===== src/rtl/i2c_pkg.sv =====
// rtl/i2c_pkg.sv - shared I2C constants, target state encoding and default codec address
package i2c_pkg;

    localparam logic [6:0] CODEC_DEV_ADDR = 7'h1A;
    localparam logic       I2C_ACK        = 1'b0;
    localparam logic       I2C_NACK       = 1'b1;

    typedef enum logic [3:0] {
        ST_IDLE,
        ST_ADDR,
        ST_ADDR_ACK,
        ST_BYTE0,
        ST_ACK0,
        ST_BYTE1,
        ST_ACK1,
        ST_WAIT_STOP,
        ST_RD_BYTE,
        ST_RD_ACK
    } tgt_state_e;

endpackage


===== src/rtl/i2c_line_sync.sv =====
// rtl/i2c_line_sync.sv - SCL/SDA synchronizer with START/STOP and SCL edge pulses
module i2c_line_sync #(
    parameter int STAGES = 2
) (
    input  logic clk,
    input  logic reset_,
    input  logic scl_in,
    input  logic sda_in,
    output logic sda,
    output logic start,
    output logic stop,
    output logic scl_rise,
    output logic scl_fall
);

    logic [STAGES-1:0] scl_sync_q, scl_sync_d;
    logic [STAGES-1:0] sda_sync_q, sda_sync_d;
    logic              scl_prev_q, scl_prev_d;
    logic              sda_prev_q, sda_prev_d;
    logic              scl_s, sda_s;

    assign scl_s = scl_sync_q[STAGES-1];
    assign sda_s = sda_sync_q[STAGES-1];

    always_comb begin
        scl_sync_d = {scl_sync_q[STAGES-2:0], scl_in};
        sda_sync_d = {sda_sync_q[STAGES-2:0], sda_in};
        scl_prev_d = scl_s;
        sda_prev_d = sda_s;
    end

    // Idle bus is high on both lines, so reset to 1 to avoid a phantom edge.
    always_ff @(posedge clk or negedge reset_) begin
        if (!reset_) begin
            scl_sync_q <= '1;
            sda_sync_q <= '1;
            scl_prev_q <= 1'b1;
            sda_prev_q <= 1'b1;
        end else begin
            scl_sync_q <= scl_sync_d;
            sda_sync_q <= sda_sync_d;
            scl_prev_q <= scl_prev_d;
            sda_prev_q <= sda_prev_d;
        end
    end

    assign sda      = sda_s;
    assign start    = scl_s & scl_prev_q & sda_prev_q & ~sda_s;
    assign stop     = scl_s & scl_prev_q & ~sda_prev_q & sda_s;
    assign scl_rise = scl_s & ~scl_prev_q;
    assign scl_fall = ~scl_s & scl_prev_q;

endmodule


===== src/rtl/i2c_codec_target.sv =====
// rtl/i2c_codec_target.sv - I2C codec control-port target with shadow register file
// Optional register readback enabled by I2C_CODEC_TARGET_READBACK_EN.
module i2c_codec_target
    import i2c_pkg::*;
#(
    parameter logic [6:0] DEV_ADDR    = CODEC_DEV_ADDR,
    parameter int         NR_REGS     = 64,
    parameter int         SYNC_STAGES = 2
) (
    input  logic       clk,
    input  logic       reset_,
    input  logic       scl_in,
    input  logic       sda_in,
    output logic       sda_oe,
    output logic       reg_wr,
    output logic [6:0] reg_waddr,
    output logic [8:0] reg_wdata,
    input  logic [6:0] rd_addr,
    output logic [8:0] rd_data,
    output logic       busy
);

    localparam int         AW        = (NR_REGS > 1) ? $clog2(NR_REGS) : 1;
    localparam logic [7:0] NR_REGS_W = 8'(NR_REGS);
`ifdef I2C_CODEC_TARGET_READBACK_EN
    localparam logic RD_OK = 1'b1;
`else
    localparam logic RD_OK = 1'b0;
`endif

    logic sda_s, start, stop, scl_rise, scl_fall;

    i2c_line_sync #(.STAGES(SYNC_STAGES)) u_line_sync (
        .clk      (clk),
        .reset_   (reset_),
        .scl_in   (scl_in),
        .sda_in   (sda_in),
        .sda      (sda_s),
        .start    (start),
        .stop     (stop),
        .scl_rise (scl_rise),
        .scl_fall (scl_fall)
    );

    tgt_state_e state_q, state_d;
    logic [3:0] bit_cnt_q, bit_cnt_d;
    logic [7:0] shift_q, shift_d;
    logic [7:0] byte0_q, byte0_d;
    logic       sda_oe_q, sda_oe_d;
    logic       busy_q, busy_d;
    logic       reg_wr_q, reg_wr_d;
    logic [6:0] reg_waddr_q, reg_waddr_d;
    logic [8:0] reg_wdata_q, reg_wdata_d;
    logic [8:0] regs_q [NR_REGS];

    logic [7:0] shift_in;
    logic [6:0] frame_addr;
    logic       frame_ok;
    logic       addr_resp;

    assign shift_in   = {shift_q[6:0], sda_s};
    assign frame_addr = byte0_q[7:1];
    assign frame_ok   = {1'b0, frame_addr} < NR_REGS_W;
    assign addr_resp  = (shift_q[7:1] == DEV_ADDR && (!shift_q[0] || RD_OK)) ? I2C_ACK : I2C_NACK;

`ifdef I2C_CODEC_TARGET_READBACK_EN
    logic [6:0] ptr_q, ptr_d, ptr_next;
    logic [7:0] tx_q, tx_d;
    logic       byte_sel_q, byte_sel_d;

    assign ptr_next = ({1'b0, ptr_q} == NR_REGS_W - 8'd1) ? 7'd0 : ptr_q + 7'd1;
`endif

    always_comb begin
        state_d     = state_q;
        bit_cnt_d   = bit_cnt_q;
        shift_d     = shift_q;
        byte0_d     = byte0_q;
        sda_oe_d    = sda_oe_q;
        busy_d      = busy_q;
        reg_wr_d    = 1'b0;
        reg_waddr_d = reg_waddr_q;
        reg_wdata_d = reg_wdata_q;
`ifdef I2C_CODEC_TARGET_READBACK_EN
        ptr_d       = ptr_q;
        tx_d        = tx_q;
        byte_sel_d  = byte_sel_q;
`endif
        if (start) begin
            state_d   = ST_ADDR;
            bit_cnt_d = 4'd0;
            sda_oe_d  = 1'b0;
            busy_d    = 1'b1;
        end else if (stop) begin
            state_d  = ST_IDLE;
            sda_oe_d = 1'b0;
            busy_d   = 1'b0;
        end else begin
            case (state_q)
                ST_ADDR, ST_BYTE0, ST_BYTE1: begin
                    if (scl_rise && bit_cnt_q != 4'd8) begin
                        shift_d   = shift_in;
                        bit_cnt_d = bit_cnt_q + 4'd1;
                        // Out-of-range register writes are still ACKed but leave no trace.
                        if (state_q == ST_BYTE1 && bit_cnt_q == 4'd7 && frame_ok) begin
                            reg_wr_d    = 1'b1;
                            reg_waddr_d = frame_addr;
                            reg_wdata_d = {byte0_q[0], shift_in};
`ifdef I2C_CODEC_TARGET_READBACK_EN
                            ptr_d       = frame_addr;
`endif
                        end
                    end else if (scl_fall && bit_cnt_q == 4'd8) begin
                        bit_cnt_d = 4'd0;
                        if (state_q == ST_ADDR) begin
                            if (addr_resp == I2C_ACK) begin
                                state_d  = ST_ADDR_ACK;
                                sda_oe_d = 1'b1;
                            end else begin
                                state_d = ST_WAIT_STOP;
                            end
                        end else begin
                            state_d  = (state_q == ST_BYTE0) ? ST_ACK0 : ST_ACK1;
                            byte0_d  = (state_q == ST_BYTE0) ? shift_q : byte0_q;
                            sda_oe_d = 1'b1;
                        end
                    end
                end
                ST_ADDR_ACK, ST_ACK0, ST_ACK1: begin
                    if (scl_fall) begin
                        sda_oe_d = 1'b0;
                        state_d  = (state_q == ST_ACK0) ? ST_BYTE1 : ST_BYTE0;
`ifdef I2C_CODEC_TARGET_READBACK_EN
                        if (state_q == ST_ADDR_ACK && shift_q[0]) begin
                            state_d    = ST_RD_BYTE;
                            tx_d       = {ptr_q, regs_q[ptr_q[AW-1:0]][8]};
                            sda_oe_d   = ~ptr_q[6];
                            byte_sel_d = 1'b0;
                        end
`endif
                    end
                end
`ifdef I2C_CODEC_TARGET_READBACK_EN
                ST_RD_BYTE: begin
                    if (scl_fall) begin
                        if (bit_cnt_q == 4'd7) begin
                            sda_oe_d  = 1'b0;
                            state_d   = ST_RD_ACK;
                            bit_cnt_d = 4'd0;
                        end else begin
                            tx_d      = {tx_q[6:0], 1'b0};
                            sda_oe_d  = ~tx_q[6];
                            bit_cnt_d = bit_cnt_q + 4'd1;
                        end
                    end
                end
                ST_RD_ACK: begin
                    if (scl_rise && sda_s == I2C_NACK) begin
                        state_d = ST_WAIT_STOP;
                    end else if (scl_fall) begin
                        state_d = ST_RD_BYTE;
                        if (!byte_sel_q) begin
                            tx_d       = regs_q[ptr_q[AW-1:0]][7:0];
                            sda_oe_d   = ~regs_q[ptr_q[AW-1:0]][7];
                            byte_sel_d = 1'b1;
                        end else begin
                            ptr_d      = ptr_next;
                            tx_d       = {ptr_next, regs_q[ptr_next[AW-1:0]][8]};
                            sda_oe_d   = ~ptr_next[6];
                            byte_sel_d = 1'b0;
                        end
                    end
                end
`endif
                default: ;
            endcase
        end
    end

    always_ff @(posedge clk or negedge reset_) begin
        if (!reset_) begin
            state_q     <= ST_IDLE;
            bit_cnt_q   <= 4'd0;
            shift_q     <= 8'd0;
            byte0_q     <= 8'd0;
            sda_oe_q    <= 1'b0;
            busy_q      <= 1'b0;
            reg_wr_q    <= 1'b0;
            reg_waddr_q <= 7'd0;
            reg_wdata_q <= 9'd0;
`ifdef I2C_CODEC_TARGET_READBACK_EN
            ptr_q       <= 7'd0;
            tx_q        <= 8'd0;
            byte_sel_q  <= 1'b0;
`endif
        end else begin
            state_q     <= state_d;
            bit_cnt_q   <= bit_cnt_d;
            shift_q     <= shift_d;
            byte0_q     <= byte0_d;
            sda_oe_q    <= sda_oe_d;
            busy_q      <= busy_d;
            reg_wr_q    <= reg_wr_d;
            reg_waddr_q <= reg_waddr_d;
            reg_wdata_q <= reg_wdata_d;
`ifdef I2C_CODEC_TARGET_READBACK_EN
            ptr_q       <= ptr_d;
            tx_q        <= tx_d;
            byte_sel_q  <= byte_sel_d;
`endif
        end
    end

    always_ff @(posedge clk or negedge reset_) begin
        if (!reset_) begin
            for (int i = 0; i < NR_REGS; i++) regs_q[i] <= 9'd0;
        end else if (reg_wr_d) begin
            regs_q[reg_waddr_d[AW-1:0]] <= reg_wdata_d;
        end
    end

    assign sda_oe    = sda_oe_q;
    assign busy      = busy_q;
    assign reg_wr    = reg_wr_q;
    assign reg_waddr = reg_waddr_q;
    assign reg_wdata = reg_wdata_q;
    assign rd_data   = ({1'b0, rd_addr} < NR_REGS_W) ? regs_q[rd_addr[AW-1:0]] : 9'd0;

endmodule

===== config.mk =====
export PLATFORM = sky130hd
export DESIGN_NAME = i2c_codec_target
export DESIGN_NICKNAME = d
export VERILOG_FILES = /design/src/rtl/i2c_pkg.sv /design/src/rtl/i2c_line_sync.sv /design/src/rtl/i2c_codec_target.sv
export SDC_FILE = /design/constraint.sdc
export NUM_CORES = 1
export LEC_CHECK = 0
export BUFFER_PORTS_ARGS = -buffer_cell sky130_fd_sc_hd__buf_2
export CAP_MARGIN = 20
export CORE_UTILIZATION = 33
export CTS_BUF_LIST = sky130_fd_sc_hd__clkbuf_8
export DETAILED_ROUTE_END_ITERATION = 12
export GPL_TIMING_DRIVEN = 0
export PLACE_DENSITY = 0.54
export RECOVER_POWER = 50
export SLEW_MARGIN = 20
export SYNTH_ARGS = -nofsm -noshare
export SYNTH_HDL_FRONTEND = slang
export SYNTH_HIERARCHICAL = 1
export SYNTH_SLANG_ARGS = --single-unit

===== constraint.sdc =====
create_clock -name clk -period 7.8 [get_ports clk]
set_input_delay 0.78 -clock clk [delete_from_list [all_inputs] [get_ports clk]]
set_output_delay 0.78 -clock clk [all_outputs]
set_load 0.02 [all_outputs]

==> PnR_summary.wiki <==
{| class="wikitable"
! Metric !! Value
|-
| Outcome || complete, but fails checks
|-
| Violated checks || max-capacitance violations, max-slew violations
|-
| Die height || 295.7 µm
|-
| Synthesized area per cell || 15.49 µm²
|-
| #FFs+latches synth || 624
|-
| Number of pins exceeding their max-slew limit in the final report || 73
|-
| Leakage component of the power || 0.01562 µW
|-
| FFs w/ async S/R, synth || 100.0%
|-
| Worst setup EP type || primary output
|-
| Setup violators final || 0
|-
| Starting density of the core || 33.38%
|-
| Share of the clock period used by the worst path after layout || 76.91%
|-
| Synth top cells by count || 618 x sky130_fd_sc_hd__dfrtp_1, 613 x sky130_fd_sc_hd__mux2_2, 144 x sky130_fd_sc_hd__mux4_2
|-
| First-pass DRT Iterations || 6
|-
| Dominant cell type by area after synthesis || sky130_fd_sc_hd__dfrtp_1
|-
| Cell count after placement || 3,027
|-
| Total Wirelength || 99.62 mm
|-
| Horizontal extent of the die || 295.7 µm
|-
| Post-layout instance area || 0.03269 mm²
|-
| Number of buffers inserted during clock tree synthesis || 110
|-
| Global-route wire length before repair || 143.6 mm
|-
| Last weighted congestion value of the routability-driven placer || 0.9690
|-
| Placed Area || 0.03031 mm²
|-
| Smallest hold slack || 139.6 ps
|-
| Slew at the pin with the worst max-slew slack || 4359 ps
|-
| Peak Freq || 166.7 MHz
|-
| Distinct cell type count after synthesis || 66
|-
| Clock tree from TritonCTS || built
|-
| Max Fanout on Critical Path || 10
|-
| Core area || 0.08528 mm²
|-
| Post-CTS Setup Bufs || 0
|-
| Post-detailed-route wirelength per cell || 30.77 µm
|-
| Number of cells on the worst reg-to-reg path || 8
|-
| Number of I/O pins || 39
|-
| Root buf cell || sky130_fd_sc_hd__clkbuf_8
|-
| Global-route total usage across every layer || 23.36%
|-
| Half-perimeter wire length after placement || 68.94 mm
|-
| Drc violations || 0
|-
| Setup Skew || 39.77 ps
|-
| Longest Clk Path Bufs || 3
|-
| Setup repair after global routing missed its margin || false
|-
| Area of the die || 0.08745 mm²
|-
| Commonest register cell after synthesis || sky130_fd_sc_hd__dfrtp_1
|-
| Synth Cell Area || 0.02847 mm²
|-
| Pin count of the biggest net entering global routing || 108
|-
| Total count of hold-check failures in the final report || 0
|-
| Kind of start point of the critical path || input port
|-
| Top post-synthesis cells by area || sky130_fd_sc_hd__dfrtp_1 54%, sky130_fd_sc_hd__mux2_2 24%, sky130_fd_sc_hd__mux4_2 11%, sky130_fd_sc_hd__buf_2 1.1%, sky130_fd_sc_hd__clkbuf_1 0.84%
|-
| Number of antenna-violating nets in the routed design || 0
|-
| Count of synthesis-stage warnings from yosys || 6
|-
| Sum of overflow across all layers after global routing || 0
|-
| Number of antenna violations at the first check in global routing || 8
|-
| Number of nets in the final layout || 2,009
|-
| Clk Latency, worst-skew pair || 740 ps
|-
| Max-cap viol count || 1
|-
| Count of cells resized by post-cts repair || 0
|-
| Number of clock sinks || 624
|-
| Top cell type's share of synthesized area || 54.32%
|-
| Ratio of cells with drive above 1 in the final layout || 51.03%
|-
| Buffers on Ports || 36
|-
| Count of filler cells inserted in the layout || 8,068
|-
| Total via count after detailed routing || 17,950
|-
| Post-synth EDFFs || 0
|-
| Worst vdd ir || 143.5 µV
|-
| Cell Count, Final, Fillers Out || 3,237
|-
| Routed vias/inst || 5.544
|-
| Worst Hold Depth || 1
|-
| Cell with the most instances after synthesis || sky130_fd_sc_hd__dfrtp_1
|-
| Syn Inst Count || 1,838
|-
| H-Tree Level Count || 3
|-
| Data required time of the worst path || 7020 ps
|-
| Worst hold-check path type || in2reg
|-
| Num rows || 107
|-
| Synthesis-to-finish area growth || 14.82%
|-
| Vias in the first global route || 19,000
|-
| Worst slew slack as a fraction of its limit || -190.6%
|-
| Ratio of total power to cell area || 212.6 mW/mm²
|-
| Sequential fraction of the synthesis area || 54.88%
|-
| Net count of the mapped netlist || 1,851
|-
| Clock-pin slew reported for the worst setup and hold paths after clock tree synthesis || 60 ps
|-
| First-iteration detailed-routing DRC count || 1,556
|-
| Crit Path Category || in2out
|-
| Arrival time reported for the critical path endpoint || 5220 ps
|-
| Min Clock Period, post-route || 5999 ps
|}
layer usage:
metal	vias up	GRT usage [%]	routed length [µm]
met3	187	4.339	5726
met5	-	0	31
met4	4	9.465	4130
li1	7256	-	-
met1	9886	32.48	44440
met2	613	35.93	45290
power breakdown:
group          switching, µW  internal [µW]
Combinational            266            118
Sequential              44.5           3270
Clock                   1430           1810
stage by stage:
step / worst slack [ps] / TNS (ps) / utilization, % / total power, µW
after global placement: -6662 / -4064810 / 35.27 / 3749
after floorplan: 4170 / 0 / - / 3547
after detailed placement: 1832 / 0 / 35.54 / 3766
after CTS: 1821 / 0 / 38.39 / 7020
after global routing: 1507 / 0 / 38.33 / 7197
final: 1801 / 0 / 38.33 / 6948
sequential cells by signal, summed over array words and instances (netlist names):
| signal | cells |
|---|---|
| sda_oe | 1 |
| byte0_q | 8 |
| bit_cnt_q | 4 |
| reg_wdata | 9 |
| u_line_sync/sda_prev_q | 1 |
| reg_wr | 1 |
| shift_q | 8 |
| u_line_sync/scl_sync_q | 2 |
| state_q | 3 |
| busy | 1 |
| regs_q | 576 |
| reg_waddr | 7 |
| u_line_sync/sda_sync_q | 2 |
| u_line_sync/scl_prev_q | 1 |
timing repair:
item                       CTS  global route
hold buffers                 1             0
setup endpoints to repair    0             0
hold endpoints to repair     8             0
cell type report:
cell class                      instances  area [µm²]  share of cell area (%)
Sequential cell                       624       15620                   47.79
Multi-Input combinational cell       1075       12240                   37.45
Clock buffer                          153        2106                   6.442
Tap cell                             1144        1431                   4.379
Buffer                                132       580.6                   1.776
Timing Repair Buffer                   46       360.3                   1.102
Clock inverter                         54       314.1                  0.9607
Inverter                                7       26.28                 0.08038
Antenna cell                            2       5.005                 0.01531
final timing paths:
path	start	end	slack (ps)
max	rd_addr[0]	rd_data[2]	1800
min	sda_in	u_line_sync/sda_sync_q[0]	140
max reg2reg	u_line_sync/sda_sync_q[1]	regs_q[219]	3570
min reg2reg	u_line_sync/scl_sync_q[0]	u_line_sync/scl_sync_q[1]	360
max in group asynchronous	reset_	u_line_sync/sda_sync_q[0]	2940
min in group asynchronous	reset_	regs_q[161]	2160
critical path: stages:
cell and delay, ps:
sky130_fd_sc_hd__clkbuf_1 440, sky130_fd_sc_hd__buf_2 760, sky130_fd_sc_hd__buf_2 560, sky130_fd_sc_hd__inv_2 330
sky130_fd_sc_hd__buf_1 570, sky130_fd_sc_hd__nand3_1 400, sky130_fd_sc_hd__o22ai_1 230, sky130_fd_sc_hd__nor3_1 510
sky130_fd_sc_hd__a32o_1 380, sky130_fd_sc_hd__buf_2 230
placed cells by master, fill, tap and decap left out, types with 6 or more instances in the layout:
master,n
sky130_fd_sc_hd__clkinv_2,16
sky130_fd_sc_hd__clkbuf_1,80
sky130_fd_sc_hd__nor2b_1,18
sky130_fd_sc_hd__nor3_1,14
sky130_fd_sc_hd__nand2b_1,12
sky130_fd_sc_hd__nand2_1,62
sky130_fd_sc_hd__nand3_1,18
sky130_fd_sc_hd__dfrtp_1,618
sky130_fd_sc_hd__mux4_2,144
sky130_fd_sc_hd__inv_1,35
sky130_fd_sc_hd__a21oi_1,8
sky130_fd_sc_hd__nor2_1,21
sky130_fd_sc_hd__nand4_1,11
sky130_fd_sc_hd__buf_2,76
sky130_fd_sc_hd__o221ai_1,10
sky130_fd_sc_hd__buf_16,6
sky130_fd_sc_hd__a211oi_1,6
sky130_fd_sc_hd__o22ai_1,18
sky130_fd_sc_hd__a22oi_1,6
sky130_fd_sc_hd__mux2_2,613
sky130_fd_sc_hd__clkbuf_2,8
sky130_fd_sc_hd__clkbuf_8,153
sky130_fd_sc_hd__nor2_2,10
sky130_fd_sc_hd__o21ai_0,15
sky130_fd_sc_hd__mux2i_1,12
kinds of logic (layout without fill, tap and decap cells):
logic type	count (synthesis)	in the layout	synth area share, %
buf+inv	139	392	2.127
xor+xnor	1	1	0.03077
mux	769	769	36.06
compound gates	93	93	2.343
flops	624	624	54.88
simple gates	210	210	4.474
other cells	0	2	0
fa+ha+maj	2	2	0.08789
Power figures use the tool's default switching activity.
